[config.mk]
export PLATFORM = sky130hd
export DESIGN_NAME = hazard_stall_unit_flat
export DESIGN_NICKNAME = d
export VERILOG_FILES = /design/src/rtl/hazard_stall_unit_pkg.sv /design/src/rtl/hazard_stall_unit_if.sv /design/src/rtl/hazard_stall_unit_sat_counter.sv /design/src/rtl/hazard_stall_unit.sv /design/src/flat_wrapper.sv
export SDC_FILE = /design/constraint.sdc
export NUM_CORES = 1
export LEC_CHECK = 0
export ABC_AREA = 1
export BUFFER_PORTS_ARGS = -buffer_cell sky130_fd_sc_hd__buf_2
export CAP_MARGIN = 20
export CORE_ASPECT_RATIO = 1.75
export CORE_MARGIN = 3
export CORE_UTILIZATION = 50
export DETAILED_ROUTE_END_ITERATION = 16
export MAX_ROUTING_LAYER = met4
export PLACE_DENSITY = 0.77
export SYNTH_ARGS = -nofsm -noshare
export SYNTH_HDL_FRONTEND = slang
export SYNTH_SLANG_ARGS = --single-unit
[constraint.sdc]
create_clock -name Clk -period 2.5 [get_ports Clk]
set_input_delay 0.5 -clock Clk [delete_from_list [all_inputs] [get_ports Clk]]
set_output_delay 0.5 -clock Clk [all_outputs]
set_load 0.02 [all_outputs]
[src/rtl/hazard_stall_unit_pkg.sv]
// Shared definitions for the ID-stage hazard/stall unit.
//   state_e   : stall FSM encoding (RUN = normal issue, HOLD = second stall cycle pending)
//   REG_ZERO  : architectural zero register, never a hazard source
//   reg_match : true when a producer's destination feeds an operand the ID instruction reads
package hazard_stall_unit_pkg;

  typedef enum logic {
    RUN  = 1'b0,
    HOLD = 1'b1
  } state_e;

  localparam logic [4:0] REG_ZERO = 5'd0;

  // A write to r0 is discarded by the register file, so it can never create a dependency.
  // rs == rt with both matching collapses into a single boolean, i.e. one hazard.
  function automatic logic reg_match(input logic [4:0] rd, input logic wr_en,
                                     input logic [4:0] rs, input logic uses_rs,
                                     input logic [4:0] rt, input logic uses_rt);
    return wr_en && (rd != REG_ZERO) && ((uses_rs && (rd == rs)) || (uses_rt && (rd == rt)));
  endfunction

endpackage

[src/rtl/hazard_stall_unit_if.sv]
// ID-stage hazard bus between the pipeline and the hazard/stall unit.
//   master : pipeline side; drives operand/producer info, receives stall/flush controls
//   slave  : hazard unit side; the reverse
interface hazard_stall_unit_if;

  logic [4:0] rs_IF_ID;
  logic [4:0] rt_IF_ID;
  logic       UsesRs_ID;
  logic       UsesRt_ID;
  logic       Branch_ID;
  logic       BranchTaken_ID;
  logic [4:0] rd_ID_EX;
  logic       RegWrite_ID_EX;
  logic       MemRead_ID_EX;
  logic [4:0] rd_EX_MEM;
  logic       MemRead_EX_MEM;
  logic       PCWrite;
  logic       IF_ID_Write;
  logic       ID_EX_Bubble;
  logic       IF_ID_Flush;

  modport master (
    output rs_IF_ID, rt_IF_ID, UsesRs_ID, UsesRt_ID, Branch_ID, BranchTaken_ID,
    output rd_ID_EX, RegWrite_ID_EX, MemRead_ID_EX, rd_EX_MEM, MemRead_EX_MEM,
    input  PCWrite, IF_ID_Write, ID_EX_Bubble, IF_ID_Flush
  );

  modport slave (
    input  rs_IF_ID, rt_IF_ID, UsesRs_ID, UsesRt_ID, Branch_ID, BranchTaken_ID,
    input  rd_ID_EX, RegWrite_ID_EX, MemRead_ID_EX, rd_EX_MEM, MemRead_EX_MEM,
    output PCWrite, IF_ID_Write, ID_EX_Bubble, IF_ID_Flush
  );

endinterface

[src/rtl/hazard_stall_unit_sat_counter.sv]
// Saturating up-counter for performance statistics.
//   Clk   : clock, rising edge
//   Reset : synchronous active-high clear
//   Inc   : count this cycle
//   Count : current value; sticks at all-ones instead of wrapping
module sat_counter #(
  parameter int unsigned W = 16
) (
  input  logic         Clk,
  input  logic         Reset,
  input  logic         Inc,
  output logic [W-1:0] Count
);

  always_ff @(posedge Clk) begin
    if (Reset) begin
      Count <= '0;
    end else if (Inc && (Count != {W{1'b1}})) begin
      Count <= Count + W'(1);
    end
  end

endmodule

[src/rtl/hazard_stall_unit.sv]
// ID-stage hazard detector for dependencies forwarding cannot resolve: load-use, and
// operands of a branch that compares in ID. Generates PC / IF_ID enables, the ID_EX
// bubble and the IF_ID flush, plus saturating stall/flush counters.
//   Clk, Reset : clock and synchronous active-high reset
//   hz         : hazard bus (slave side)
//   StallCount : saturating count of stall cycles
//   FlushCount : saturating count of flush cycles
module hazard_stall_unit #(
  parameter int unsigned CNT_W = 16
) (
  input  logic               Clk,
  input  logic               Reset,
  hazard_stall_unit_if.slave hz,
  output logic [CNT_W-1:0]   StallCount,
  output logic [CNT_W-1:0]   FlushCount
);

  import hazard_stall_unit_pkg::*;

  state_e state_q;
  logic   match_ex;
  logic   match_mem;
  logic   need_two;
  logic   need_one;
  logic   stall;
  logic   flush;

  always_comb begin
    match_ex  = reg_match(hz.rd_ID_EX, hz.RegWrite_ID_EX, hz.rs_IF_ID, hz.UsesRs_ID,
                          hz.rt_IF_ID, hz.UsesRt_ID);
    match_mem = reg_match(hz.rd_EX_MEM, hz.MemRead_EX_MEM, hz.rs_IF_ID, hz.UsesRs_ID,
                          hz.rt_IF_ID, hz.UsesRt_ID);

    // Branch on a value still being loaded in EX: one cycle to reach MEM, one more for
    // the load data to be forwardable into ID.
    need_two = hz.Branch_ID && hz.MemRead_ID_EX && match_ex;
    need_one = (hz.MemRead_ID_EX && match_ex && !hz.Branch_ID) ||
               (hz.Branch_ID && !hz.MemRead_ID_EX && match_ex) ||
               (hz.Branch_ID && match_mem && !match_ex);

    // HOLD stalls regardless of inputs; reset masks everything.
    stall = !Reset && ((state_q == HOLD) || need_two || need_one);
    // Branch outcome is only trusted in a non-stall cycle.
    flush = !Reset && !stall && hz.BranchTaken_ID;

    hz.PCWrite      = !stall;
    hz.IF_ID_Write  = !stall;
    hz.ID_EX_Bubble = stall;
    hz.IF_ID_Flush  = flush;
  end

  always_ff @(posedge Clk) begin
    if (Reset) begin
      state_q <= RUN;
    end else if ((state_q == RUN) && need_two) begin
      state_q <= HOLD;
    end else begin
      state_q <= RUN;
    end
  end

  sat_counter #(
    .W (CNT_W)
  ) u_stall_cnt (
    .Clk   (Clk),
    .Reset (Reset),
    .Inc   (stall),
    .Count (StallCount)
  );

  sat_counter #(
    .W (CNT_W)
  ) u_flush_cnt (
    .Clk   (Clk),
    .Reset (Reset),
    .Inc   (flush),
    .Count (FlushCount)
  );

endmodule

[src/flat_wrapper.sv]
// flat-port wrapper written by rule: the top's interface ports become plain ports
module hazard_stall_unit_flat import hazard_stall_unit_pkg::*;
#(
  parameter int unsigned CNT_W = 16
)
  (Clk, Reset, StallCount, FlushCount, hz_rs_IF_ID, hz_rt_IF_ID, hz_UsesRs_ID, hz_UsesRt_ID, hz_Branch_ID, hz_BranchTaken_ID, hz_rd_ID_EX, hz_RegWrite_ID_EX, hz_MemRead_ID_EX, hz_rd_EX_MEM, hz_MemRead_EX_MEM, hz_PCWrite, hz_IF_ID_Write, hz_ID_EX_Bubble, hz_IF_ID_Flush);
  hazard_stall_unit_if hz_i ();
  input  logic Clk;
  input  logic Reset;
  output logic [CNT_W-1:0] StallCount;
  output logic [CNT_W-1:0] FlushCount;
  input wire logic [$bits(hz_i.rs_IF_ID)-1:0] hz_rs_IF_ID;
  input wire logic [$bits(hz_i.rt_IF_ID)-1:0] hz_rt_IF_ID;
  input wire logic [$bits(hz_i.UsesRs_ID)-1:0] hz_UsesRs_ID;
  input wire logic [$bits(hz_i.UsesRt_ID)-1:0] hz_UsesRt_ID;
  input wire logic [$bits(hz_i.Branch_ID)-1:0] hz_Branch_ID;
  input wire logic [$bits(hz_i.BranchTaken_ID)-1:0] hz_BranchTaken_ID;
  input wire logic [$bits(hz_i.rd_ID_EX)-1:0] hz_rd_ID_EX;
  input wire logic [$bits(hz_i.RegWrite_ID_EX)-1:0] hz_RegWrite_ID_EX;
  input wire logic [$bits(hz_i.MemRead_ID_EX)-1:0] hz_MemRead_ID_EX;
  input wire logic [$bits(hz_i.rd_EX_MEM)-1:0] hz_rd_EX_MEM;
  input wire logic [$bits(hz_i.MemRead_EX_MEM)-1:0] hz_MemRead_EX_MEM;
  output wire logic [$bits(hz_i.PCWrite)-1:0] hz_PCWrite;
  output wire logic [$bits(hz_i.IF_ID_Write)-1:0] hz_IF_ID_Write;
  output wire logic [$bits(hz_i.ID_EX_Bubble)-1:0] hz_ID_EX_Bubble;
  output wire logic [$bits(hz_i.IF_ID_Flush)-1:0] hz_IF_ID_Flush;
  assign hz_i.rs_IF_ID = hz_rs_IF_ID;
  assign hz_i.rt_IF_ID = hz_rt_IF_ID;
  assign hz_i.UsesRs_ID = hz_UsesRs_ID;
  assign hz_i.UsesRt_ID = hz_UsesRt_ID;
  assign hz_i.Branch_ID = hz_Branch_ID;
  assign hz_i.BranchTaken_ID = hz_BranchTaken_ID;
  assign hz_i.rd_ID_EX = hz_rd_ID_EX;
  assign hz_i.RegWrite_ID_EX = hz_RegWrite_ID_EX;
  assign hz_i.MemRead_ID_EX = hz_MemRead_ID_EX;
  assign hz_i.rd_EX_MEM = hz_rd_EX_MEM;
  assign hz_i.MemRead_EX_MEM = hz_MemRead_EX_MEM;
  assign hz_PCWrite = hz_i.PCWrite;
  assign hz_IF_ID_Write = hz_i.IF_ID_Write;
  assign hz_ID_EX_Bubble = hz_i.ID_EX_Bubble;
  assign hz_IF_ID_Flush = hz_i.IF_ID_Flush;
  hazard_stall_unit #(.CNT_W(CNT_W)) u_core (.Clk(Clk), .Reset(Reset), .hz(hz_i), .StallCount(StallCount), .FlushCount(FlushCount));
endmodule
# Word-level counts from Yosys, hierarchy flattened
# Cells that the tools add are included.
# classes
n_addsub	2
eq_ne	6
mux	1
bitwise	1
n_reduce_logical	35
# op_table
operator	count
$add A16 B1 Y16 const B	2
$ne A16 B16 Y1 const B	2
$logic_and A1 B1 Y1	22
$eq A5 B5 Y1	4
$reduce_bool A5 Y1	2
$logic_or A1 B1 Y1	6
$logic_not A1 Y1	5
$mux W1	1
$not A1 Y1	1
# word_totals
register_bits	33
out_inout_bits	36
elab_cells	48

# Depth between registers and ports, before layout
# Gate-level depths: netlist of the first run.
# logic_depth
word_depth	14
mapped_depth	14

# Modules after synthesis
# From an unflattened synthesis of the first run, not the netlist that was laid out.
# unflattened
cells_unflattened	419
hier_area_um2	2372.3
# modules_own_cells
mod	n_inst	cells_each	area_each_um2	seq_area_each_um2
sat_counter	2	149	929.6	320.3
hazard_stall_unit	1	121	513.0	20.0

# Least setup slack after synthesis of the first run
# No wires, ideal clock.
# synth_path
path_kind	input to output
startpoint	input port hz_rd_ID_EX[1]
endpoint	output port hz_ID_EX_Bubble
t_arrival_ns	1.585
path_slack_ns	0.415
stages	12
n_path_buf	0
cell_sequence	inv_1 nand2_1 nand2_1 nor2_1 nand3_1 nand2_1 nand3_1 nand2_1 inv_2 nand2_2 nand2_1 inv_1
# synth_between
elab_chain_len	10
elab_cells_between_ends	19
# synth_rtl
item	line_no	rtl
start, declared	flat_wrapper.sv:18	input wire logic [$bits(hz_i.rd_ID_EX)-1:0] hz_rd_ID_EX;
$eq A5 B5 Y1	hazard_stall_unit_pkg.sv:19	return wr_en && (rd != REG_ZERO) && ((uses_rs && (rd == rs)) || (uses_rt && (rd == rt)));
$logic_and A1 B1 Y1	hazard_stall_unit_pkg.sv:19	
$logic_or A1 B1 Y1	hazard_stall_unit_pkg.sv:19	
$logic_and A1 B1 Y1 *	hazard_stall_unit_pkg.sv:19	
$logic_and A1 B1 Y1 (2 in series)	hazard_stall_unit.sv:37	need_one = (hz.MemRead_ID_EX && match_ex && !hz.Branch_ID) ||
$logic_or A1 B1 Y1	hazard_stall_unit.sv:37	
$logic_or A1 B1 Y1	hazard_stall_unit.sv:38	(hz.Branch_ID && !hz.MemRead_ID_EX && match_ex) ||
$logic_or A1 B1 Y1 *	hazard_stall_unit.sv:42	stall = !Reset && ((state_q == HOLD) || need_two || need_one);
$logic_and A1 B1 Y1 *	hazard_stall_unit.sv:42	
end, declared	flat_wrapper.sv:25	output wire logic [$bits(hz_i.ID_EX_Bubble)-1:0] hz_ID_EX_Bubble;
# Mark *: on every way between the ends. The rest lies on a longest branch, timed or not.

# Worst setup path in the final report of the first run
# layout_path
startpoint	input port hz_rd_ID_EX[3]
endpoint	output port hz_IF_ID_Flush
# layout_between
elab_chain_len	13
elab_cells_between_ends	22
# layout_rtl
item	line_no	rtl
$eq A5 B5 Y1	hazard_stall_unit_pkg.sv:19	
$logic_and A1 B1 Y1	hazard_stall_unit_pkg.sv:19	
$logic_or A1 B1 Y1	hazard_stall_unit_pkg.sv:19	
$logic_and A1 B1 Y1 *	hazard_stall_unit_pkg.sv:19	
$logic_and A1 B1 Y1 (2 in series)	hazard_stall_unit.sv:37	
$logic_or A1 B1 Y1	hazard_stall_unit.sv:37	
$logic_or A1 B1 Y1	hazard_stall_unit.sv:38	
$logic_or A1 B1 Y1 *	hazard_stall_unit.sv:42	
$logic_and A1 B1 Y1 *	hazard_stall_unit.sv:42	
$logic_not A1 Y1 *	hazard_stall_unit.sv:44	flush = !Reset && !stall && hz.BranchTaken_ID;
$logic_and A1 B1 Y1 * (2 in series)	hazard_stall_unit.sv:44	
end, declared	flat_wrapper.sv:26	output wire logic [$bits(hz_i.IF_ID_Flush)-1:0] hz_IF_ID_Flush;
# Marked as above.

==> results of run 1 <==
## cell families after synthesis
kind of cell / count (synthesis) / synth area share (%)
AO/OA/AOI/OAI: 34 / 8.483
XOR/XNOR: 27 / 10.02
adder cells (fa/ha/maj): 2 / 1.060
buffers and inverters: 56 / 9.809
flip-flops: 33 / 28.00
AND/OR/NAND/NOR: 222 / 42.63
## per-layer routing
metal	up-vias	part of all wire, %	GRT usage (%)
met1	1188	40	23.58
li1	1329	-	-
met3	12	4.4	2.804
met2	68	53	41.11
met4	0	2.1	8.750
met5	-	0	-
## area by class of cell
class                   count  area [µm²]
fillers                   439        1653
multi-input cells         285        1468
flip-flops and latches     33       660.6
repair buffers             69       357.8
inverters                  44       165.2
clock buffers               7       86.33
well taps                  51       63.81
clock inverters             1       30.03
## registers in the layout, summed over array words and instances (netlist names)
signal and cells:
u_core.u_flush_cnt.Count 16, u_core.state_q 1, u_core.u_stall_cnt.Count 16
## worst register-to-register path: cells and delay by family (launching register included)
family,cells,cell delay (ns)
fa+ha+maj,1,0.25
buf+inv,1,0.10
flops,1,0.40
simple gates,8,1.18
## power breakdown
| part | internal (µW) | switching, µW |
|---|---|---|
| registers | 529 | 3.37 |
| logic | 49.9 | 95.3 |
| clock network | 325 | 197 |
| total | 904 | 295 |
## cell usage after synthesis, drive strengths merged
cell type  instances  share of area (%)
dfxtp             33                 28
nor2              39                6.6
nand2            116                 19
a21oi             28                7.2
buf                6                1.9
xor2              20                7.4
nand3             33                7.7
clkbuf             6               0.95
xnor2              7                2.6
inv               44                7.0
nand4             23                6.6
nand3b             3               0.95
nor4               2               0.53
nor3               6                1.5
ha                 2                1.1
o21ai              6                1.3
## worst max path at each step
stage	endpoint	slack (ns)	from	cells after the start
after global routing	hz_ID_EX_Bubble	0.07	hz_rd_ID_EX[3]	14
after detailed placement	hz_ID_EX_Bubble	0.28	hz_rd_ID_EX[1]	14
final	hz_IF_ID_Flush	0.26	hz_rd_ID_EX[3]	11
after global placement	hz_IF_ID_Flush	0.26	hz_rd_ID_EX[3]	11
after floorplan	hz_ID_EX_Bubble	0.41	hz_rd_ID_EX[1]	12
after CTS	hz_ID_EX_Bubble	0.26	hz_rd_ID_EX[1]	14
## stage by stage
step	setup slack [ns]	area, µm²	cells	total power, µW	hold WS (ns)
floorplan	0.4145	2360	374	632.2	0.4782
global placement	0.2607	2715	482	687.5	0.4664
detailed placement	0.2786	2715	482	689.1	0.4708
CTS	0.2645	2831	490	1214	0.4821
global route	0.07238	2831	490	1250	0.4921
finish	0.2573	2831	490	1199	0.4791
==> impl_metrics.ini, run 1 <==
[status]
status = completed

[global_routing]
antenna_found_initial = 0
grt_pass1_vias = 2396
grt_pass1_wl_um = 10080
grt_overflow_total = 0
grtUsageTotal_pct = 22.56
grt_max_degree = 28

[timing]
finalSetupViolations = 0
skew_ns = 0.005714
maxSlewViolCount = 0
fmax_mhz = 445.9
finalCriticalPeriod_ns = 2.243
relSlewSlack_pct = 63.06
tightestPinTransition_ns = 0.5490
hold_viol_final = 0
setup_tns_ns = 0
fin_crit_sh_pct = 89.71
rsz0062_at_grt = no

[clock_tree]
cts_setup_buffers = 0
cts.sinks = 33
clockRootBuffer = clkbuf_8
clk_pin_slew_ns = 0.07
clk_latency_ns = 0.28
cts_made_buffers = 5
cts_tree = done
htree_levels = 2
cts_resized = 0
cts_hold_buf = 0
clockBufferDepth = 2

[layout]
final_common_cell = nand2_1
areaGrowthSynthToFinish_pct = 19.99
final_core_util_pct = 63.14
drive_gt1_share_pct = 23.23
layout_common_cells = nand2_1 (114), buf_2 (64), inv_1 (37)
fin_nets = 469
antenna_cells = 0

[floorplan]
fp-row-count = 32
core_area_um2 = 4484
pin_count = 65
initial_core_util_pct = 52.62
fp.dieW_um = 57.93
die_area_um2 = 5612
fp.dieH_um = 96.88

[routing]
drtAntennaViolNets = 0
firstDrtPassIters = 4
wl_um = 6107
wl_per_cell_um = 12.46
routed_via_density = 5.300
vias = 2597
dr.first_iter.drc_count = 98
drcViolationCount = 0

[place]
dp_hpwl_um = 4618
gp_congestion = 0.9267
port_buffers = 64

[synth]
netlist_instances = 374
yosys_warnings = 0
synth_area_um2 = 2360
synth.net_count = 405
ys_ff_latch = 33
seq_area_frac_synth_pct = 28.00
synth.avg_cell_area_um2 = 6.310
ys_types = 27

[critical_path]
rrSetupSlack_ns = 0.48
cpPeakStageDelay_ns = 0.19
critPathTopFamily = buffers and inverters
worst_setup_path_end_kind = primary output
reg2reg_depth = 10
worstPathMaxFanout = 3
cpMaxStageDelayCell = buf_2
reg2reg_from = u_core.u_stall_cnt.Count[1]$_SDFFE_PP0P_
worstPathRequired_ns = 2.00
start_kind = primary input
worstPathArrival_ns = 1.74
critPathKind = in2out
crit_buf_inv = 5
r2r-end = u_core.u_stall_cnt.Count[0]$_SDFFE_PP0P_
cp_cell_sequence = buf_2 -> inv_1 -> nand4_1 -> o21ai_0 -> inv_1 -> nand3_1 -> nand2_1 -> inv_2 -> nand2_2 -> nor2_2 -> buf_2

[flow_run]
maxCapViolCount = 0

[worst_hold_path]
holdPathStages = 2
min_path_type = reg2reg
holdPathEnd = u_core.u_flush_cnt.Count[15]$_SDFFE_PP0P_
hold_path.startpoint = u_core.u_flush_cnt.Count[15]$_SDFFE_PP0P_

[power]
ir_worst_vdd_mv = 0.3746
power.leakage_uw = 0.001404
p_per_area_nw_per_um2 = 423.5
No activity file was read; power rests on OpenSTA's default activity.
==> inputs of run 2 (changes only) <==
Settings changed: PLACE_DENSITY 0.77 to 0.76.
==> impl_metrics.ini, run 2 (same netlist as run 1, synthesis figures left out) <==
[power]
power.leakage_uw = 0.001394
p_total_uw = 1079
p_per_area_nw_per_um2 = 384.0
ir_worst_vdd_mv = 0.3080

[timing]
tightestPinTransition_ns = 0.6299
hold_viol_final = 0
rsz0062_at_grt = no
skew_ns = 0.004125
finalCriticalPeriod_ns = 2.173
holdWs_ns = 0.4724
setup_tns_ns = 0
fin_crit_sh_pct = 86.92
maxSlewViolCount = 0
fmax_mhz = 460.2
relSlewSlack_pct = 57.62
finalSetupViolations = 0

[clock_tree]
clockRootBuffer = clkbuf_8
cts_hold_buf = 0
clockBufferDepth = 2
cts_made_buffers = 5
clk_latency_ns = 0.29
cts_setup_buffers = 0
htree_levels = 2
clk_pin_slew_ns = 0.07
cts.sinks = 33
cts_resized = 0
cts_tree = done

[place]
dp_hpwl_um = 4732
dpl_cell_area_um2 = 2723
dp.cells = 483
port_buffers = 64
gp_congestion = 0.8842

[layout]
final_area_um2 = 2809
layout_common_cells = nand2_1 (114), buf_2 (64), inv_1 (37)
seq_area_um2 = 660.6
fillers = 459
antenna_cells = 0
fin_cells = 491
drive_gt1_share_pct = 23.64
top_regs = u_core.u_flush_cnt.Count: 16 flops, u_core.u_stall_cnt.Count: 16 flops, u_core.state_q: 1 flops
multi_input_area_um2 = 1468
fin_nets = 470
final_common_cell = nand2_1
areaGrowthSynthToFinish_pct = 19.03

[floorplan]
core_area_um2 = 4484
fp-row-count = 32
pin_count = 65
fp.dieH_um = 96.88
initial_core_util_pct = 52.62
fp.dieW_um = 57.93
die_area_um2 = 5612

[routing]
vias = 2616
firstDrtPassIters = 4
drtAntennaViolNets = 0
dr.first_iter.drc_count = 119
drcViolationCount = 0
wl_um = 6049
wl_per_cell_um = 12.32
routed_via_density = 5.328

[critical_path]
worst_setup_path_end_kind = primary output
worstPathMaxFanout = 4
worstPathArrival_ns = 1.67
critPathKind = in2out
start_kind = primary input
worstPathRequired_ns = 2.00

[global_routing]
antenna_found_initial = 0
grt_pass1_wl_um = 10090
grt_overflow_total = 0
grt_pass1_vias = 2289
grt_max_degree = 28
grtUsageTotal_pct = 22.69

[status]
status = completed

[worst_hold_path]
min_path_type = in2reg

[flow_run]
maxCapViolCount = 0
[run 2: changes by cell type in the layout (fill, tap and decap cells not counted), sizes merged]
| cell | delta |
|---|---|
| buf | +1 |
| bufinv | -1 |
| clkbuf | -2 |
| clkinv | +2 |
| clkinvlp | +1 |
[run 2: metal layers]
| metal | up-vias | global-route usage [%] | share of wire (%) | routed length (µm) |
|---|---|---|---|---|
| met3 | 12 | 2.537 | 6.0 | 361 |
| met5 | - | - | 0 | 0 |
| met1 | 1181 | 25.86 | 37 | 2255 |
| li1 | 1334 | - | - | - |
| met2 | 89 | 39.46 | 54 | 3296 |
| met4 | 0 | 8.393 | 2.2 | 136 |
[run 2: per-stage QoR]
step                setup WS (ns)  util, %
global route               0.1241    62.64
global placement           0.3293    60.71
finish                     0.3270    62.64
floorplan                  0.4145        -
detailed placement         0.3117    60.71
CTS                        0.3069    62.64
[run 2: layout make-up]
cell class | count | share of cell area (%)
Inverter | 44 | 5.880
Timing Repair Buffer | 70 | 13.01
Tap cell | 51 | 2.272
Multi-Input combinational cell | 285 | 52.25
Sequential cell | 33 | 23.52
Clock inverter | 3 | 0.6236
Clock buffer | 5 | 2.450
[run 2: worst paths after layout]
| path | start | end | slack, ns | depth (start not counted) |
|---|---|---|---|---|
| min reg2reg | u_core.u_flush_cnt.Count[15]$_SDFFE_PP0P_ | u_core.u_flush_cnt.Count[15]$_SDFFE_PP0P_ | 0.49 | 2 |
| max | hz_rd_ID_EX[4] | hz_ID_EX_Bubble | 0.33 | 14 |
| max reg2reg | u_core.u_stall_cnt.Count[1]$_SDFFE_PP0P_ | u_core.u_stall_cnt.Count[0]$_SDFFE_PP0P_ | 0.48 | 10 |
| min | hz_Branch_ID | u_core.state_q$_SDFF_PP0_ | 0.47 | 3 |
[run 2: where the power goes]
group	leakage (µW)	total (µW)	internal, µW	switching (µW)
combinational	0.00108	146	51.0	95.2
sequential	0.000266	532	529	3.35
clock	0.0000439	401	192	209
total	0.00139	1080	772	307
[run 2: critical path, cell delays in order]
cell and delay, ns:
buf_2 0.13, inv_2 0.04, nand2_1 0.05, nand2_1 0.07, nor2_1 0.10, nand3_1 0.08
nand2_1 0.08, nand2_1 0.05, nand2_1 0.05, nand2_1 0.08, nand2_2 0.12, nand2_1 0.08
inv_1 0.07, buf_2 0.16
